`src/rtl/conware_pkg.sv`:
```
// Shared definitions for the Conway frame sequencer.
//   STATE_W / state_t : FSM state encoding width and type
//   ST_*              : frame sequencer states
//   DEAD_CELL         : value of a cell outside the frame (top/bottom boundary)
package conware_pkg;

    localparam int unsigned STATE_W = 3;
    typedef logic [STATE_W-1:0] state_t;

    localparam state_t ST_IDLE     = 3'd0;
    localparam state_t ST_LOAD_C   = 3'd1;
    localparam state_t ST_LOAD_B   = 3'd2;
    localparam state_t ST_ISSUE    = 3'd3;
    localparam state_t ST_WAIT_RES = 3'd4;
    localparam state_t ST_DONE     = 3'd5;

    localparam logic DEAD_CELL = 1'b0;

endpackage

```
`src/rtl/conware_row_window.sv`:
```
// Three-row sliding window (above / center / below) feeding the compute engine.
// Ports:
//   clk, rstn            : clock, synchronous active-low reset
//   i_clear_above        : force the above row dead (frame start)
//   i_load_center        : capture i_data into center
//   i_load_below         : capture i_data into below
//   i_shift              : above <= center, center <= below
//   i_zero_below         : force the below row dead (last row of frame)
//   i_data               : incoming row
//   o_above/center/below : window contents
module conware_row_window
    import conware_pkg::*;
#(
    parameter int unsigned WIDTH = 4
) (
    input  logic             clk,
    input  logic             rstn,
    input  logic             i_clear_above,
    input  logic             i_load_center,
    input  logic             i_load_below,
    input  logic             i_shift,
    input  logic             i_zero_below,
    input  logic [WIDTH-1:0] i_data,
    output logic [WIDTH-1:0] o_above,
    output logic [WIDTH-1:0] o_center,
    output logic [WIDTH-1:0] o_below
);

    localparam logic [WIDTH-1:0] DEAD_ROW = {WIDTH{DEAD_CELL}};

    logic [WIDTH-1:0] r_above;
    logic [WIDTH-1:0] r_center;
    logic [WIDTH-1:0] r_below;

    // Window registers; a shift may coincide with zero_below on the final row.
    always_ff @(posedge clk) begin
        if (!rstn) begin
            r_above  <= DEAD_ROW;
            r_center <= DEAD_ROW;
            r_below  <= DEAD_ROW;
        end else begin
            if (i_clear_above)      r_above <= DEAD_ROW;
            else if (i_shift)       r_above <= r_center;

            if (i_load_center)      r_center <= i_data;
            else if (i_shift)       r_center <= r_below;

            if (i_zero_below)       r_below <= DEAD_ROW;
            else if (i_load_below)  r_below <= i_data;
        end
    end

    assign o_above  = r_above;
    assign o_center = r_center;
    assign o_below  = r_below;

endmodule

```
`src/rtl/conware_frame_ctrl.sv`:
```
// Frame sequencer: pulls rows from the row converter into a 3-row window,
// issues one compute request per row and forwards each result downstream.
// Optional macro CONWARE_GENCNT_EN enables the completed-generation counter;
// without it gen_count is tied to 0.
// Ports:
//   clk, rstn                         : clock, synchronous active-low reset
//   start, busy, frame_done, row_index : frame control / status
//   in_data/in_valid/in_ready          : row input stream
//   calc_above/center/below/valid/ready: compute request to the engine
//   res_data/res_valid/res_ready       : result from the engine
//   out_data/out_valid/out_ready       : result row downstream
//   gen_count                          : completed generations
module conware_frame_ctrl
    import conware_pkg::*;
#(
    parameter int unsigned WIDTH  = 4,
    parameter int unsigned HEIGHT = 4,
    parameter int unsigned RWIDTH = 8
) (
    input  logic              clk,
    input  logic              rstn,
    input  logic              start,
    output logic              busy,
    output logic              frame_done,
    output logic [RWIDTH-1:0] row_index,
    input  logic [WIDTH-1:0]  in_data,
    input  logic              in_valid,
    output logic              in_ready,
    output logic [WIDTH-1:0]  calc_above,
    output logic [WIDTH-1:0]  calc_center,
    output logic [WIDTH-1:0]  calc_below,
    output logic              calc_valid,
    input  logic              calc_ready,
    input  logic [WIDTH-1:0]  res_data,
    input  logic              res_valid,
    output logic              res_ready,
    output logic [WIDTH-1:0]  out_data,
    output logic              out_valid,
    input  logic              out_ready,
    output logic [15:0]       gen_count
);

    localparam logic [RWIDTH-1:0] LAST_ROW   = RWIDTH'(HEIGHT - 1);
    localparam logic [RWIDTH-1:0] ROWS_TOTAL = RWIDTH'(HEIGHT);
    localparam logic              SINGLE_ROW = (HEIGHT == 1);

    state_t            r_state;
    state_t            w_next_state;
    logic [RWIDTH-1:0] r_rows_in;
    logic [RWIDTH-1:0] r_row_index;

    logic w_res_hs;
    logic w_last_row;
    logic w_more_rows;
    logic w_clear_above;
    logic w_load_center;
    logic w_load_below;
    logic w_shift;
    logic w_zero_below;

    // Window control decode
    assign w_res_hs      = (r_state == ST_WAIT_RES) & res_valid & out_ready;
    assign w_last_row    = (r_row_index == LAST_ROW);
    assign w_more_rows   = (r_rows_in < ROWS_TOTAL);
    assign w_clear_above = (r_state == ST_IDLE) & start;
    assign w_load_center = (r_state == ST_LOAD_C) & in_valid;
    assign w_load_below  = (r_state == ST_LOAD_B) & in_valid;
    assign w_shift       = w_res_hs & ~w_last_row;
    // Bottom boundary: no row below the last one, either on a single-row
    // frame or once every input row has already been consumed.
    assign w_zero_below  = (w_load_center & SINGLE_ROW) | (w_shift & ~w_more_rows);

    // State register
    always_ff @(posedge clk) begin
        if (!rstn) r_state <= ST_IDLE;
        else       r_state <= w_next_state;
    end

    // Next-state logic
    always_comb begin
        w_next_state = r_state;
        case (r_state)
            ST_IDLE:     if (start)      w_next_state = ST_LOAD_C;
            ST_LOAD_C:   if (in_valid)   w_next_state = SINGLE_ROW ? ST_ISSUE : ST_LOAD_B;
            ST_LOAD_B:   if (in_valid)   w_next_state = ST_ISSUE;
            ST_ISSUE:    if (calc_ready) w_next_state = ST_WAIT_RES;
            ST_WAIT_RES: begin
                if (res_valid && out_ready) begin
                    if (w_last_row)       w_next_state = ST_DONE;
                    else if (w_more_rows) w_next_state = ST_LOAD_B;
                    else                  w_next_state = ST_ISSUE;
                end
            end
            ST_DONE:     w_next_state = ST_IDLE;
            default:     w_next_state = ST_IDLE;
        endcase
    end

    // State-decoded outputs; result path is a passthrough while waiting.
    always_comb begin
        busy       = 1'b0;
        frame_done = 1'b0;
        in_ready   = 1'b0;
        calc_valid = 1'b0;
        res_ready  = 1'b0;
        out_valid  = 1'b0;
        out_data   = '0;
        case (r_state)
            ST_IDLE:     busy = 1'b0;
            ST_LOAD_C,
            ST_LOAD_B: begin
                busy     = 1'b1;
                in_ready = 1'b1;
            end
            ST_ISSUE: begin
                busy       = 1'b1;
                calc_valid = 1'b1;
            end
            ST_WAIT_RES: begin
                busy      = 1'b1;
                out_data  = res_data;
                out_valid = res_valid;
                res_ready = out_ready;
            end
            ST_DONE: begin
                busy       = 1'b1;
                frame_done = 1'b1;
            end
            default: busy = 1'b0;
        endcase
    end

    // Row counters
    always_ff @(posedge clk) begin
        if (!rstn) begin
            r_rows_in   <= '0;
            r_row_index <= '0;
        end else begin
            if (w_clear_above) begin
                r_rows_in   <= '0;
                r_row_index <= '0;
            end
            if (w_load_center) r_rows_in   <= RWIDTH'(1);
            if (w_load_below)  r_rows_in   <= r_rows_in + RWIDTH'(1);
            if (w_shift)       r_row_index <= r_row_index + RWIDTH'(1);
        end
    end

    assign row_index = r_row_index;

`ifdef CONWARE_GENCNT_EN
    logic [15:0] r_gen_count;

    // Completed generations, wrapping at 16 bits
    always_ff @(posedge clk) begin
        if (!rstn)                    r_gen_count <= 16'd0;
        else if (r_state == ST_DONE)  r_gen_count <= r_gen_count + 16'd1;
    end

    assign gen_count = r_gen_count;
`else
    assign gen_count = 16'd0;
`endif

    conware_row_window #(
        .WIDTH (WIDTH)
    ) u_window (
        .clk           (clk),
        .rstn          (rstn),
        .i_clear_above (w_clear_above),
        .i_load_center (w_load_center),
        .i_load_below  (w_load_below),
        .i_shift       (w_shift),
        .i_zero_below  (w_zero_below),
        .i_data        (in_data),
        .o_above       (calc_above),
        .o_center      (calc_center),
        .o_below       (calc_below)
    );

endmodule

```
`config.mk`:
```
export PLATFORM = sky130hd
export DESIGN_NAME = conware_frame_ctrl
export DESIGN_NICKNAME = d
export VERILOG_FILES = /design/src/rtl/conware_pkg.sv /design/src/rtl/conware_row_window.sv /design/src/rtl/conware_frame_ctrl.sv
export SDC_FILE = /design/constraint.sdc
export NUM_CORES = 1
export LEC_CHECK = 0
export CORE_ASPECT_RATIO = 1.2
export CORE_MARGIN = 5
export CORE_UTILIZATION = 40
export DETAILED_ROUTE_END_ITERATION = 8
export GPL_TIMING_DRIVEN = 1
export MAX_ROUTING_LAYER = met4
export PLACE_DENSITY = 0.72
export SETUP_SLACK_MARGIN = 0.1
export SLEW_MARGIN = 20
export SYNTH_ARGS = -nofsm -noshare
export SYNTH_HDL_FRONTEND = slang
export SYNTH_SLANG_ARGS = --single-unit
```
`constraint.sdc`:
```
create_clock -name clk -period 2.7 [get_ports clk]
set_input_delay 0.405 -clock clk [delete_from_list [all_inputs] [get_ports clk]]
set_output_delay 0.405 -clock clk [all_outputs]
set_load 0.01 [all_outputs]
```
Yosys cells after proc, flatten, opt, wreduce, memory -nomap -nowiden
Cells that the tools add are included.
{"block": "word_totals", "ff_bits": 31, "input_bits": 15, "output_inout_bits": 46, "wordCells": 61}
{"block": "classes", "addsub": 2, "n_lt_le_gt_ge": 1, "eq_ne": 11, "n_mux": 21, "bitwise": 10, "n_reduce_logical": 10}
{"operator": "8-bit 2-to-1 mux", "count": 4}
{"operator": "3-bit 2-to-1 mux", "count": 6}
{"operator": "8-bit by 1-bit adder with 8-bit output (second input constant)", "count": 2}
{"operator": "3-bit case mux with 5 select lines", "count": 1}
{"operator": "4-bit 2-to-1 mux", "count": 3}
{"operator": "8-bit by 2-bit equality test with 1-bit output (second input constant)", "count": 1}
{"operator": "8-bit by 3-bit < comparator with 1-bit output (second input constant)", "count": 1}
{"operator": "2-bit != test (second input constant)", "count": 4}
{"operator": "1-bit AND", "count": 7}
{"operator": "1-bit 2-to-1 mux", "count": 7}
{"operator": "3-bit by 2-bit equality test with 1-bit output (second input constant)", "count": 2}
{"operator": "3-bit equality test (second input constant)", "count": 2}
{"operator": "2-bit OR reduction", "count": 3}
{"operator": "5-bit AND reduction", "count": 1}
{"operator": "5-bit OR reduction", "count": 1}
{"operator": "2-bit nonzero test", "count": 2}
{"operator": "3-bit by 1-bit equality test with 1-bit output (second input constant)", "count": 1}
{"operator": "3-bit logical NOT", "count": 1}
{"operator": "1-bit NOT", "count": 3}
{"operator": "3-bit nonzero test", "count": 1}
{"operator": "2-bit by 1-bit != test with 1-bit output (second input constant)", "count": 1}
{"operator": "1-bit logical AND", "count": 1}

Logic depth before layout (Yosys ltp)
Gate-level depths: netlist (run 1).
{"block": "logic_depth", "ltp_word": 6, "depth_mapped": 6, "mapped_depth_nobuf": 5}

Modules after synthesis
A second synthesis (run 1) with hierarchy kept.
{"block": "hier_totals", "hier_cells": 218, "hier_area_um2": 1850.5}
{"module": "conware_frame_ctrl", "n_inst": 1, "cells_each": 174, "area_per_inst_um2": 1347.5, "seq_area_each_um2": 380.4}
{"module": "conware_row_window", "n_inst": 1, "cells_each": 44, "area_per_inst_um2": 503.0, "seq_area_each_um2": 240.2}

Least setup slack after synthesis (run 1)
Ideal clock, no wire load.
{"block": "synth_timing", "path_type": "reg-to-reg", "startpoint": "register r_row_index[0], in the netlist row_index[0]", "endpoint": "register r_row_index[1], in the netlist row_index[1]", "setup_ns": 0.071, "t_arrival_ns": 1.693, "required_ns": 2.629, "setup_slack_ns": 0.937, "stages_incl_launch_ff": 7, "path_buffers": 1, "synth_period_minus_slack_ns": 1.763, "cell_sequence": "dfxtp_1 ha_1 nor4b_1 a211o_1 buf_2 nand3_1 a21oi_1"}
{"block": "synth_via", "elab_chain_len": 4, "word_cells_on_any_way": 6, "cone_classes": "1 x add/sub; 1 x eq/ne; 1 x mux; 2 x bitwise; 1 x reduce/logical"}
{"item": "from (decl)", "line": "conware_frame_ctrl.sv:50", "rtl": "logic [RWIDTH-1:0] r_row_index;"}
{"item": "from (signal assigned)", "line": "conware_frame_ctrl.sv:145", "rtl": "if (w_shift) r_row_index <= r_row_index + RWIDTH'(1);"}
{"item": "branches (longest 4 deep; another with 8-bit by 1-bit adder with 8-bit output)"}
Several ways; the timed one is not identified.
A chain may end at the register's enable or synchronous reset.

Worst setup path after layout (run 1)
{"block": "layout_timing", "startpoint": "register r_state[2]", "endpoint": "output out_valid"}
{"block": "layout_via", "elab_chain_len": 2}
{"item": "from (decl)", "line": "conware_frame_ctrl.sv:47", "rtl": "state_t r_state;"}
{"item": "from (signal assigned)", "line": "conware_frame_ctrl.sv:76", "rtl": "else r_state <= w_next_state;"}
{"item": "3-bit equality test", "line": "conware_frame_ctrl.sv:108", "rtl": "case (r_state)"}
{"item": "1-bit 2-to-1 mux", "line": "conware_frame_ctrl.sv:108"}
{"item": "to (decl)", "line": "conware_frame_ctrl.sv:38", "rtl": "output logic out_valid,"}
No other way between the ends.

==> flow_summary_export.csv, run 1 <==
group,metric,value,unit
status,status,"finished, final reports clean",
clock_network,root_buffer,"clkbuf_8",
drt,drc,0,
hold_path,hold_path.class,"register to register",
grt,grt_max_degree,21,
layout,final_util,0.540,
grt,grt_pass1_wl,7000,um
hold_path,hold_path_depth,2,
critical_path,worst-path-stages,4,
critical_path,critPathTopFamily,"buffers and inverters",
layout,num_antenna_cells,0,
critical_path,cp_slowest_stage_delay,580,ps
clock_network,clockBufferDepth,2,
layout,regArea,621,um^2
placed_design,dp_hpwl,3120,um
sta,maxSlewViolCount,0,
yosys,yosysTopAreaCellShare,0.358,
drt,vias,1682,
sta,min_period,2390,ps
sta,slew_headroom,0.599,
power,p_leak,0.857,nW
floorplanning,io_pins,61,
sta,skew,4.55,ps
placed_design,placed_area,2160,um^2
layout,fin_nets,281,
clock_network,tritoncts,"built",
placed_design,io_buffers,44,
layout,area_growth,31.7,%
clock_network,h-tree-depth,2,
layout,finalInstanceArea,2280,um^2
layout,fillers,414,
sta,setup_tns,0,ps
sta,finalHoldViolCount,0,
yosys,synth.largest_area_cell,"dfxtp_1",
clock_network,clkTransAtPathRegs,70,ps
drt,wl_per_cell,13.3,um
floorplanning,die_h,82.1,um
sta,grt_setup_unrepaired,"false",
clock_network,clock-sinks,31,
sta,max_slew.worst_pin.slew,600,ps
yosys,syn_inst,221,
critical_path,endpoint_kind,"primary output",
layout,drive_above_1_share,0.0604,
yosys,ys_warn_count,0,
grt,grt_pass1_vias,1520,
critical_path,path_class,"register to primary output",
yosys,synth_area,1730,um^2
critical_path,start_kind,"register",
yosys,synth_area_leaders,"dfxtp_1 36%, buf_4 7.4%, nand2_1 6.9%",
sta,period_share,0.885,
yosys,synth_seq_area_share,0.358,
drt,vias_per_cell,5.24,
critical_path,crit_slowest_cell,"dfxtp_1",
power,p_per_area,502,nW/um^2
floorplanning,rows,26,
grt,grt_overflow_total,0,
yosys,yosysUniqueCellTypes,43,
critical_path,r2r_cells,5,
drt,first_pass_iters,5,
critical_path,critPathRequiredTime,2300,ps
critical_path,path_cells,"inv_1 -> nor3_2 -> and2_1 -> clkdlybuf4s50_1",
critical_path,arrival,1990,ps
clock_network,cts_buffers,5,
floorplanning,start_util,0.410,
critical_path,critPathBufInv,2,
yosys,syn_area_per_cell,7.84,um^2
floorplanning,die_w,70.1,um
critical_path,crit_fanout,15,
placed_design,place.gp.congestion,0.840,
floorplanning,core,4230,um^2
floorplanning,die_area,5750,um^2
power,irDropWorstVdd,0.323,mV
drt,drtIter0Drc,110,
yosys,ys_ff_latch,31,
drt,routed_wl,4270,um
sta,setup_viol,0,
sta,max_freq,418,MHz
grt,grt_usage,0.156,
layout,multiInputGateArea,1000,um^2
clock_network,clkLatencyLatePin,290,ps
drt,ant_nets,0,
power,p_total,1.15,mW
run,max_cap_violations,0,
grt,grt_antenna_before_repair,0,
==> cell usage after synthesis <==
library cell	n
a211o_1	2
a211oi_1	3
a21oi_1	14
a22oi_1	1
a2bb2oi_1	1
a31oi_1	3
a41oi_1	1
and2_1	8
and3_1	3
and4_1	1
and4bb_1	1
and4bb_2	1
buf_2	1
buf_4	17
clkbuf_1	8
conb_1	1
dfxtp_1	31
ha_1	2
inv_1	2
mux2i_1	2
nand2_1	32
nand2b_1	4
nand3_1	9
nand3b_1	1
nand4_1	6
nand4b_1	1
nand4bb_1	1
nor2_1	13
nor2b_1	5
nor3_1	15
nor3b_1	2
nor4b_1	2
o211ai_1	3
o21ai_0	11
o221a_2	1
o221ai_2	1
o31ai_1	3
or3_1	1
or3b_1	1
or4_1	2
or4_4	1
xnor2_1	1
xor2_1	2
==> tightest hold or removal path, cell delays in order, from the launching register on <==
cell and delay (ps):
dfxtp_1 310, nand2_1 50, a21oi_1 50
==> metal layers <==
metal | share of wire | global-route usage
met4 | 0.016 | 0.0651
met3 | 0.056 | 0.0412
met2 | 0.49 | 0.257
met1 | 0.44 | 0.182
met5 | 0 | -
==> final cells by class <==
type / instances / share of cell area
repair buffers: 47 / 0.203
clock buffers: 6 / 0.0362
well taps: 56 / 0.0307
clock inverters: 2 / 0.0154
multi-input cells: 177 / 0.440
flip-flops and latches: 31 / 0.272
inverters: 2 / 0.00329
==> repair_timing <==
action | 4_1_cts | 5_1_grt
buffers inserted | 0 | 0
endpoints found under the hold margin | 0 | 0
resized for setup | 0 | 1
setup endpoints to repair | 0 | 6
hold buffers | 0 | 0
==> power breakdown <==
part           switching [mW]  internal [mW]
logic                  0.0876         0.0825
clock network           0.180          0.298
registers              0.0270          0.471
total                   0.295          0.852
==> final timing paths <==
path / from / endpoint / slack [ps]
min reg2reg: u_window.o_above[1]$_SDFFE_PP0P_ / u_window.o_above[1]$_SDFFE_PP0P_ / 450
min: u_window.o_above[1]$_SDFFE_PP0P_ / u_window.o_above[1]$_SDFFE_PP0P_ / 450
max: r_state[2]$_SDFFE_PN0P_ / out_valid / 310
max reg2reg: row_index[0]$_SDFFE_PN0P_ / u_window.o_below[1]$_SDFFE_PP0P_ / 480
==> stage by stage <==
step                setup slack (ps)  hold WS [ps]  std cells
floorplan                        937           453        236
global placement                 495           451        313
detailed placement               453           447        313
CTS                              146           456        321
global route                     132           481        321
finish                           309           454        321
==> placed cells by master, fill, tap and decap left out, types with 2 or more instances in the layout <==
cell type        synthesis  final
nor2_1                  13     13
buf_4                   17      3
mux2i_1                  2      2
ha_1                     2      2
nor3_1                  15     14
o211ai_1                 3      3
a31oi_1                  3      3
nor4b_1                  2      2
a21oi_1                 14     14
nor2b_1                  5      5
xor2_1                   2      2
nand3_1                  9      9
clkbuf_8                 0      6
nand2b_1                 4      4
or4_1                    2      2
and2_1                   8      8
a211oi_1                 3      3
clkdlybuf4s50_1          0     44
nand4_1                  6      6
and3_1                   3      3
inv_1                    2      2
o31ai_1                  3      3
a211o_1                  2      2
o21ai_0                 11     11
conb_1                   1     16
dfxtp_1                 31     31
nor3b_1                  2      2
nand2_1                 32     32
==> kinds of logic (layout without fill, tap and decap cells) <==
kind of cell,count (synthesis),after routing,share of synthesized area
other cells,1,16,0.00216
fa+ha+maj,2,2,0.0144
compound gates,44,44,0.162
xor+xnor,3,3,0.0152
buf+inv,28,57,0.0982
simple gates,110,110,0.339
mux,2,2,0.0116
flops,31,31,0.358
==> state kept, by name (all words and copies together), names as in the netlist <==
name and cells:
r_rows_in 8, u_window.o_above 4, u_window.o_below 4, u_window.o_center 4
r_state 3, row_index 8
Power figures use the tool's default switching activity.
==> inputs of run 2 (changes only) <==
--- a/config.mk
+++ b/config.mk
@@ -11,7 +11,7 @@
 export DETAILED_ROUTE_END_ITERATION = 8
 export GPL_TIMING_DRIVEN = 1
 export MAX_ROUTING_LAYER = met4
-export PLACE_DENSITY = 0.72
+export PLACE_DENSITY = 0.78
 export SETUP_SLACK_MARGIN = 0.1
 export SLEW_MARGIN = 20
 export SYNTH_ARGS = -nofsm -noshare
==> run 2 against run 1 <==
Count of clock-buffer cells in the layout is the same. Final cell count grew 0.31%. Sequential share of layout area shrank 0.089 points. Largest cell class unchanged. Critical path type unchanged. Power is essentially flat. Critical path depth is the same. Clock power is essentially flat. Core utilization grew 0.18 points.
==> flow_summary_export.csv, run 2 (same netlist as run 1, synthesis figures left out) <==
group,metric,value,unit
drt,routed_wl,4220,um
critical_path,crit_fanout,15,
floorplanning,io_pins,61,
drt,drc,0,
power,power_frac_clock,0.414,
power,p_sw,0.292,mW
drt,drtIter0Drc,105,
drt,vias_per_cell,5.19,
floorplanning,core,4230,um^2
layout,finalInstanceArea,2290,um^2
grt,grt_antenna_before_repair,0,
critical_path,endpoint_kind,"primary output",
floorplanning,rows,26,
layout,num_antenna_cells,0,
placed_design,place.gp.congestion,0.821,
critical_path,critPathRequiredTime,2300,ps
clock_network,cts_buffers,5,
layout,mostFrequentLayoutCells,"44 x clkdlybuf4s50_1, 32 x nand2_1, 31 x dfxtp_1, 16 x conb_1",
sta,maxSlewViolCount,0,
sta,period_share,0.891,
power,p_per_area,500,nW/um^2
placed_design,placed_cells,314,
placed_design,io_buffers,44,
layout,layout_commonest_cell,"clkdlybuf4s50_1",
grt,grt_overflow_total,0,
grt,grt_usage,0.148,
sta,grt_setup_unrepaired,"false",
power,p_sw_frac,0.254,
sta,skew,3.98,ps
floorplanning,die_w,70.1,um
sta,slew_headroom,0.619,
grt,grt_max_degree,19,
placed_design,dp_hpwl,3210,um
clock_network,clkLatencyLatePin,280,ps
hold_path,hold_path.class,"register to register",
floorplanning,start_util,0.410,
power,p_total,1.15,mW
grt,grt_pass1_vias,1451,
clock_network,clkTransAtPathRegs,70,ps
sta,max_freq,416,MHz
power,seqPwrFrac,0.430,
sta,max_slew.worst_pin.slew,572,ps
sta,timing.final.ws_setup,295,ps
sta,min_period,2400,ps
drt,vias,1670,
sta,setup_viol,0,
power,p_leak,0.863,nW
power,combPwrFrac,0.156,
drt,first_pass_iters,4,
layout,fin_nets,282,
clock_network,clockBufferDepth,2,
layout,area_growth,32.1,%
clock_network,h-tree-depth,2,
critical_path,path_class,"register to primary output",
layout,drive_above_1_share,0.0639,
floorplanning,die_h,82.1,um
layout,fillers,422,
sta,finalHoldViolCount,0,
power,intPower,0.854,mW
floorplanning,die_area,5750,um^2
run,max_cap_violations,0,
clock_network,clock-sinks,31,
critical_path,start_kind,"register",
drt,ant_nets,0,
placed_design,placed_area,2170,um^2
grt,grt_pass1_wl,6710,um
clock_network,tritoncts,"built",
clock_network,root_buffer,"clkbuf_8",
power,irDropWorstVdd,0.223,mV
placed_design,pre_cts_slack,440,ps
critical_path,arrival,2000,ps
clock_network,postCtsSetupBuffers,0,
layout,instances_no_fill,322,
sta,setup_tns,0,ps
status,status,"finished, final reports clean",
drt,wl_per_cell,13.1,um
-- run 2: cell count changes in the layout (fill, tap and decap cells not counted) --
cell	before	now
buf_4	3	4
-- run 2: repair_timing --
action / CTS / global route
gates resized for setup: 0 / 1
setup endpoints to repair: 0 / 6
hold buffers: 0 / 0
-- run 2: critical path, stage by stage (launching register included) --
cell and delay, ps:
dfxtp_1 570, inv_1 120, nor3_2 300, and2_1 180
clkdlybuf4s50_1 540
-- run 2: power groups by stage --
stage | registers, mW | logic (mW) | clock network, mW
global route | 0.495 | 0.195 | 0.501
detailed placement | 0.502 | 0.178 | 0
global placement | 0.501 | 0.176 | 0
CTS | 0.491 | 0.178 | 0.478
finish | 0.492 | 0.178 | 0.475
floorplan | 0.495 | 0.120 | 0
-- run 2: path summary, 6_finish.rpt --
kind,endpoint,depth (start not counted),from,slack (ps)
worst max-delay path,out_valid,4,r_state[2]$_SDFFE_PN0P_,300
worst min-delay path,u_window.o_above[0]$_SDFFE_PP0P_,2,u_window.o_above[0]$_SDFFE_PP0P_,460
worst max register to register,row_index[5]$_SDFFE_PN0P_,5,row_index[0]$_SDFFE_PN0P_,440
worst min register to register,u_window.o_above[0]$_SDFFE_PP0P_,2,u_window.o_above[0]$_SDFFE_PP0P_,460
-- run 2: metal layers --
layer  global-route usage  share of wire  vias to the layer above
li1                     -              -                      845
met1                0.165           0.43                      775
met2                0.263           0.50                       45
met3               0.0375          0.055                        5
met4               0.0460          0.011                        0
met5                    -              0                        -
-- run 2: metrics by stage --
stage                util  hold slack (ps)
floorplan               -              453
global placement    0.512              444
detailed placement  0.512              452
CTS                 0.540              461
global route        0.541              491
finish              0.541              460
-- run 2: final cells by class --
| class | instances | area (um^2) | share of cell area |
|---|---|---|---|
| clock inverter | 2 | 35.0 | 0.0153 |
| multi-input combinational | 177 | 1000 | 0.438 |
| tap | 56 | 70.1 | 0.0306 |
| timing repair buffer | 48 | 470 | 0.205 |
| sequential | 31 | 621 | 0.271 |
| clock buffer | 6 | 82.6 | 0.0361 |
| inverter | 2 | 7.51 | 0.00328 |
